### src/rtl/dadda_share_arb.sv
// Round-robin sequencer sharing one dadda_8 multiplier among NREQ requesters.
// Flow per transaction: IDLE (grant) -> MUL (operands registered) -> RESP (hold until accepted).

module dadda_8 (
    input  logic [7:0]  a_i,
    input  logic [7:0]  b_i,
    output logic [15:0] y_o
);
    // Dadda column reduction to heights 6,4,3,2, then one final two-row add.
    // All heights depend only on loop structure, so this unrolls to a fixed tree.
    function automatic logic [15:0] dadda_mul(input logic [7:0] a, input logic [7:0] b);
        logic [15:0][15:0] col;
        logic [15:0][15:0] nxt;
        logic [3:0]        h  [16];
        logic [3:0]        hn [16];
        logic [3:0]        idx;
        logic [15:0]       r0;
        logic [15:0]       r1;
        logic              s;
        logic              cy;
        int                d;
        int                rem;
        int                raw;
        col = '0;
        nxt = '0;
        r0  = '0;
        r1  = '0;
        for (int c = 0; c < 16; c++) begin
            h[c]  = 4'd0;
            hn[c] = 4'd0;
        end
        for (int i = 0; i < 8; i++) begin
            for (int j = 0; j < 8; j++) begin
                col[i+j][h[i+j]] = a[i] & b[j];
                h[i+j] = h[i+j] + 4'd1;
            end
        end
        for (int st = 0; st < 4; st++) begin
            d   = (st == 0) ? 6 : (st == 1) ? 4 : (st == 2) ? 3 : 2;
            nxt = '0;
            for (int c = 0; c < 16; c++) hn[c] = 4'd0;
            for (int c = 0; c < 16; c++) begin
                idx = 4'd0;
                for (int k = 0; k < 8; k++) begin
                    raw = int'(h[c]) - int'(idx);
                    rem = raw + int'(hn[c]);
                    if (rem > d && raw >= 2) begin
                        if (rem == d + 1 || raw == 2) begin
                            s   = col[c][idx] ^ col[c][idx+4'd1];
                            cy  = col[c][idx] & col[c][idx+4'd1];
                            idx = idx + 4'd2;
                        end else begin
                            s   = col[c][idx] ^ col[c][idx+4'd1] ^ col[c][idx+4'd2];
                            cy  = (col[c][idx] & col[c][idx+4'd1]) |
                                  (col[c][idx] & col[c][idx+4'd2]) |
                                  (col[c][idx+4'd1] & col[c][idx+4'd2]);
                            idx = idx + 4'd3;
                        end
                        nxt[c][hn[c]] = s;
                        hn[c] = hn[c] + 4'd1;
                        // Product < 2^16, so a carry out of column 15 is always zero.
                        if (c < 15) begin
                            nxt[c+1][hn[c+1]] = cy;
                            hn[c+1] = hn[c+1] + 4'd1;
                        end
                    end
                end
                for (int k = 0; k < 16; k++) begin
                    if (4'(k) >= idx && 4'(k) < h[c]) begin
                        nxt[c][hn[c]] = col[c][k];
                        hn[c] = hn[c] + 4'd1;
                    end
                end
            end
            col = nxt;
            h   = hn;
        end
        for (int c = 0; c < 16; c++) begin
            r0[c] = col[c][0];
            r1[c] = col[c][1];
        end
        return r0 + r1;
    endfunction

    assign y_o = dadda_mul(a_i, b_i);
endmodule

module dadda_share_arb #(
    parameter int NREQ = 4
) (
    input  logic              clk,
    input  logic              rst_n,
    input  logic [NREQ-1:0]   req_valid,
    input  logic [8*NREQ-1:0] req_a,
    input  logic [8*NREQ-1:0] req_b,
    output logic [NREQ-1:0]   req_ready,
    output logic              rsp_valid,
    input  logic              rsp_ready,
    output logic [2:0]        rsp_id,
    output logic [15:0]       rsp_y,
    output logic              busy
);
    typedef enum logic [1:0] {IDLE, MUL, RESP} state_e;

    state_e      state_q, state_d;
    logic [2:0]  ptr_q, ptr_d;
    logic [7:0]  op_a_q, op_b_q;
    logic [2:0]  op_id_q;
    logic [15:0] rsp_y_q;
    logic [2:0]  rsp_id_q;
    logic        busy_q;
    logic [15:0] prod;
    logic [7:0]  vld8;
    logic [63:0] a64, b64;
    logic [7:0]  gnt_oh;
    logic [3:0]  j;
    logic [2:0]  gnt_idx;
    logic        found;
    logic        hs;

    assign vld8 = 8'(req_valid);
    assign a64  = 64'(req_a);
    assign b64  = 64'(req_b);

    // Search upward from ptr, wrapping at NREQ-1.
    always_comb begin
        found   = 1'b0;
        gnt_idx = 3'd0;
        j       = 4'd0;
        for (int k = 0; k < NREQ; k++) begin
            j = {1'b0, ptr_q} + 4'(k);
            if (j >= 4'(NREQ)) j = j - 4'(NREQ);
            if (!found && vld8[j[2:0]]) begin
                found   = 1'b1;
                gnt_idx = j[2:0];
            end
        end
        gnt_oh = found ? (8'd1 << gnt_idx) : 8'd0;
    end

    assign req_ready = (state_q == IDLE && rst_n) ? gnt_oh[NREQ-1:0] : '0;
    assign hs        = |(req_valid & req_ready);

    always_comb begin
        state_d = state_q;
        ptr_d   = ptr_q;
        case (state_q)
            IDLE: if (hs) begin
                state_d = MUL;
                ptr_d   = (gnt_idx == 3'(NREQ - 1)) ? 3'd0 : gnt_idx + 3'd1;
            end
            MUL:  state_d = RESP;
            RESP: if (rsp_ready) state_d = IDLE;
            default: state_d = IDLE;
        endcase
    end

    always_ff @(posedge clk or negedge rst_n) begin
        if (!rst_n) begin
            state_q  <= IDLE;
            ptr_q    <= 3'd0;
            op_a_q   <= 8'd0;
            op_b_q   <= 8'd0;
            op_id_q  <= 3'd0;
            rsp_y_q  <= 16'd0;
            rsp_id_q <= 3'd0;
            busy_q   <= 1'b0;
        end else begin
            state_q <= state_d;
            ptr_q   <= ptr_d;
            busy_q  <= (state_d != IDLE);
            if (state_q == IDLE && hs) begin
                op_a_q  <= a64[{gnt_idx, 3'b000} +: 8];
                op_b_q  <= b64[{gnt_idx, 3'b000} +: 8];
                op_id_q <= gnt_idx;
            end
            if (state_q == MUL) begin
                rsp_y_q  <= prod;
                rsp_id_q <= op_id_q;
            end
        end
    end

    dadda_8 u_mul (
        .a_i (op_a_q),
        .b_i (op_b_q),
        .y_o (prod)
    );

    assign rsp_valid = (state_q == RESP);
    assign rsp_y     = rsp_y_q;
    assign rsp_id    = rsp_id_q;
    assign busy      = busy_q;
endmodule

### config.mk
export PLATFORM = sky130hd
export DESIGN_NAME = dadda_share_arb
export DESIGN_NICKNAME = d
export VERILOG_FILES = /design/src/rtl/dadda_share_arb.sv
export SDC_FILE = /design/constraint.sdc
export NUM_CORES = 1
export LEC_CHECK = 0
export BUFFER_PORTS_ARGS = -buffer_cell sky130_fd_sc_hd__buf_2
export CAP_MARGIN = 20
export CELL_PAD_IN_SITES_DETAIL_PLACEMENT = 1
export CELL_PAD_IN_SITES_GLOBAL_PLACEMENT = 2
export CORE_MARGIN = 5
export CORE_UTILIZATION = 31
export CTS_CLUSTER_DIAMETER = 200
export DETAILED_ROUTE_END_ITERATION = 12
export GPL_ROUTABILITY_DRIVEN = 0
export GPL_TIMING_DRIVEN = 0
export MAX_ROUTING_LAYER = met4
export PLACE_DENSITY = 0.82
export RECOVER_POWER = 50
export SLEW_MARGIN = 0
export SYNTH_ARGS = -nofsm -noshare
export SYNTH_HDL_FRONTEND = slang
export SYNTH_SLANG_ARGS = --single-unit
### constraint.sdc
create_clock -name clk -period 4.77 [get_ports clk]
set_clock_uncertainty 0.2 [all_clocks]
set_input_delay 0.477 -clock clk [delete_from_list [all_inputs] [get_ports clk]]
set_output_delay 0.477 -clock clk [all_outputs]
set_load 0.02 [all_outputs]
==> results.py <==
metrics = {
    "clocking": {
        "cts.sinks": 44,
        "clockBufferDepth": 2,
        "cts_buffers": 5,
        "cts.htree.levels": 2,
        "cts_tree": "done",
        "clk_latency_ps": 300,
        "path_clk_slew_ps": 70,
        "root_buffer": "clkbuf_16",
    },
    "drt": {
        "vias": 4156,
        "drtAntennaViolNets": 0,
        "first_pass_iters": 4,
        "drc": 0,
        "routed_wl_um": 13970,
        "vias_per_cell": 5.125,
        "wl_per_cell_um": 17.22,
        "first_iter_violations": 119,
    },
    "logic_synthesis": {
        "synth_area_um2": 4619,
        "seq_area_frac_synth_pct": 23.84,
        "synth_seq_cells": 44,
        "synth.avg_cell_area_um2": 9.040,
        "synth.area.top_cells": "dfrtp_1 (24%), fa_1 (16%), ha_1 (7.3%)",
        "syn-num-nets": 645,
        "synth_area_leader_cell": "dfrtp_1",
        "ys_types": 60,
        "synth_top_flop_cell": "dfrtp_1",
        "synth_edf_count": 0,
        "synth_warnings": 0,
        "async_reset_ff_share_pct": 100.0,
        "synth.top_cell.area_share_pct": 23.84,
        "synthCells": 511,
    },
    "die": {
        "initial_utilization_pct": 31.66,
        "ios": 96,
        "dieArea_um2": 17440,
        "fp-row-count": 44,
        "die_h_um": 132.1,
        "core_area_um2": 14590,
        "fp.dieW_um": 132.1,
    },
    "layout": {
        "fin_util_pct": 38.65,
        "antennaDiodeCount": 0,
        "area_delta_synth_final_pct": 22.07,
        "layout-drive-gt1-share_pct": 22.33,
        "finalNetCount": 760,
    },
    "grt": {
        "grt_overflow": 0,
        "grt_pass1_wl_um": 23220,
        "grt_pass1_vias": 4610,
        "grt-busiest-layer": "met2",
        "grtUsageMet2_pct": 27.93,
        "grt_use_met1_pct": 20.34,
        "use_met3_pct": 2.252,
        "grt_max_degree": 46,
        "grt_usage_pct": 16.29,
        "antenna_found_initial": 0,
    },
    "outcome": {
        "status": "complete, no violations",
    },
    "critical_path": {
        "critPathMaxFanout": 5,
        "critPathKind": "flop to flop",
        "crit_path_start_kind": "flop",
        "required_ps": 4810,
        "end_kind": "flop",
        "cp.arrival_ps": 4650,
    },
    "run": {
        "maxCapViolCount": 0,
    },
    "sta": {
        "worstMarginPinSlew_ps": 981.3,
        "hold_viol": 0,
        "rsz0062_at_grt": "no",
        "max-slew-margin-rel_pct": 32.89,
        "min_period_ps": 4606,
        "fin_ws_ps": 163.6,
        "finalSetupViolCount": 0,
        "slew_viol_final": 0,
        "fin_crit_sh_pct": 96.57,
        "clock.fmax_mhz": 217.1,
    },
    "placement": {
        "dp_hpwl_um": 10980,
        "port-buffer-count": 93,
        "pre_cts_ws_ps": -97.65,
    },
    "hold_path": {
        "hp-class": "input port to flop",
    },
}
[cell usage after synthesis (2+ instances only)]
library cell,n
a21o_1,6
xor2_1,2
o21a_1,3
dfrtp_1,44
a221oi_1,18
a211o_1,3
a22oi_1,4
nor3_1,6
ha_1,27
o21ai_0,16
buf_1,3
xnor2_1,5
clkbuf_1,15
o21ai_2,2
o22a_1,2
and3_1,3
fa_1,36
nor3b_1,6
inv_1,57
a21boi_0,14
nand2_1,55
nand3_1,14
a2111oi_1,7
o21bai_1,2
and2_1,47
a21oi_1,28
mux2i_1,18
nand2b_1,7
o22ai_1,3
mux4_2,2
nor2_1,7
a21boi_1,2
a311oi_1,2
a2111oi_0,8
or4_1,2
buf_2,11
[worst max-delay path, stage by stage (launching register included)]
cell     delay [ps]
dfrtp_2         430
and2_1          200
fa_1            550
fa_1            430
fa_1            490
inv_1            50
fa_1            490
inv_1            60
ha_4            250
a21o_1          180
a21o_1          230
or3_4           380
a311o_1         340
a21bo_2         210
nand3_1          70
[final timing paths]
kind | endpoint | startpoint | slack [ps] | cells after the start
worst max-delay path | rsp_y[14]$_DFFE_PN0N_ | op_b_q[7]$_DFFE_PN0P_ | 160 | 14
worst min-delay path | state_q[1]$_DFF_PN0_ | rsp_ready | 200 | 2
worst max register to register | rsp_y[14]$_DFFE_PN0N_ | op_b_q[7]$_DFFE_PN0P_ | 160 | 14
worst min register to register | rsp_id[2]$_DFFE_PN0N_ | op_id_q[2]$_DFFE_PN0P_ | 270 | 2
max in group asynchronous | op_a_q[0]$_DFFE_PN0P_ | rst_n | 3330 | 3
min in group asynchronous | rsp_y[14]$_DFFE_PN0N_ | rst_n | 500 | 2
[routing by layer]
layer	part of all wire, %	wire, µm
met5	0	0
met4	1.6	220
met3	4.3	607
met2	48	6758
met1	46	6383
[area by class of cell]
type,instances,area (µm²)
clock buffer,6,138.9
inverter,58,220.2
clock inverter,2,38.79
sequential,44,1112
timing repair buffer,108,569.3
buffer,32,162.7
multi-input combinational,377,3167
tap,184,230.2
fill,1721,8950
[placed cells by master, fill, tap and decap left out, drive strengths merged, types with 3 or more instances in the layout]
cell type  instances
nand2b             7
a21oi             28
nor2               7
ha                27
a221oi            18
mux2i             19
dfrtp             44
inv               58
nand3             14
nand2             56
a311oi             3
o22ai              3
fa                36
a21o               6
and2              47
xnor2              5
clkbuf            42
o21ai             19
buf              103
o21a               3
and3               3
nor3               6
a2111oi           16
nor3b              6
a21boi            16
a211o              3
a22oi              4
[metrics by stage]
| step | hold slack, ps | cells | setup TNS [ps] | area [µm²] |
|---|---|---|---|---|
| detailed placement | 263.3 | 788 | -97.65 | 5315 |
| global route | 215.1 | 811 | 0 | 5639 |
| global placement | 250.9 | 788 | -77.80 | 5315 |
| finish | 203.8 | 811 | 0 | 5639 |
| floorplan | -18.59 | 511 | 0 | 4619 |
| CTS | 197.0 | 802 | 0 | 5554 |
[logic make-up after synthesis]
| family | count (synthesis) | synth area share [%] |
|---|---|---|
| fa+ha+maj | 63 | 22.91 |
| xor+xnor | 7 | 1.327 |
| flops | 44 | 23.84 |
| compound gates | 131 | 21.10 |
| buf+inv | 90 | 8.153 |
| simple gates | 155 | 17.50 |
| mux | 21 | 5.173 |
[state kept, by name (all words and copies together) (netlist names)]
signal and count:
rsp_y 16, op_a_q 8, op_b_q 8, op_id_q 3
ptr_q 3, rsp_id 3, state_q 2, busy 1
[what timing repair did]
action | CTS | global route
hold buffers | 0 | 1
hold endpoints to repair | 0 | 2
setup buffers | 6 | 7
resized for setup | 9 | 11
endpoints found under the setup margin | 1 | 22
gates cloned | 0 | 0
pin swaps | 0 | 2
Power is left out: the tool's default activity adds up to more than one toggle a clock period on the data nets, which glitch-free logic cannot reach.
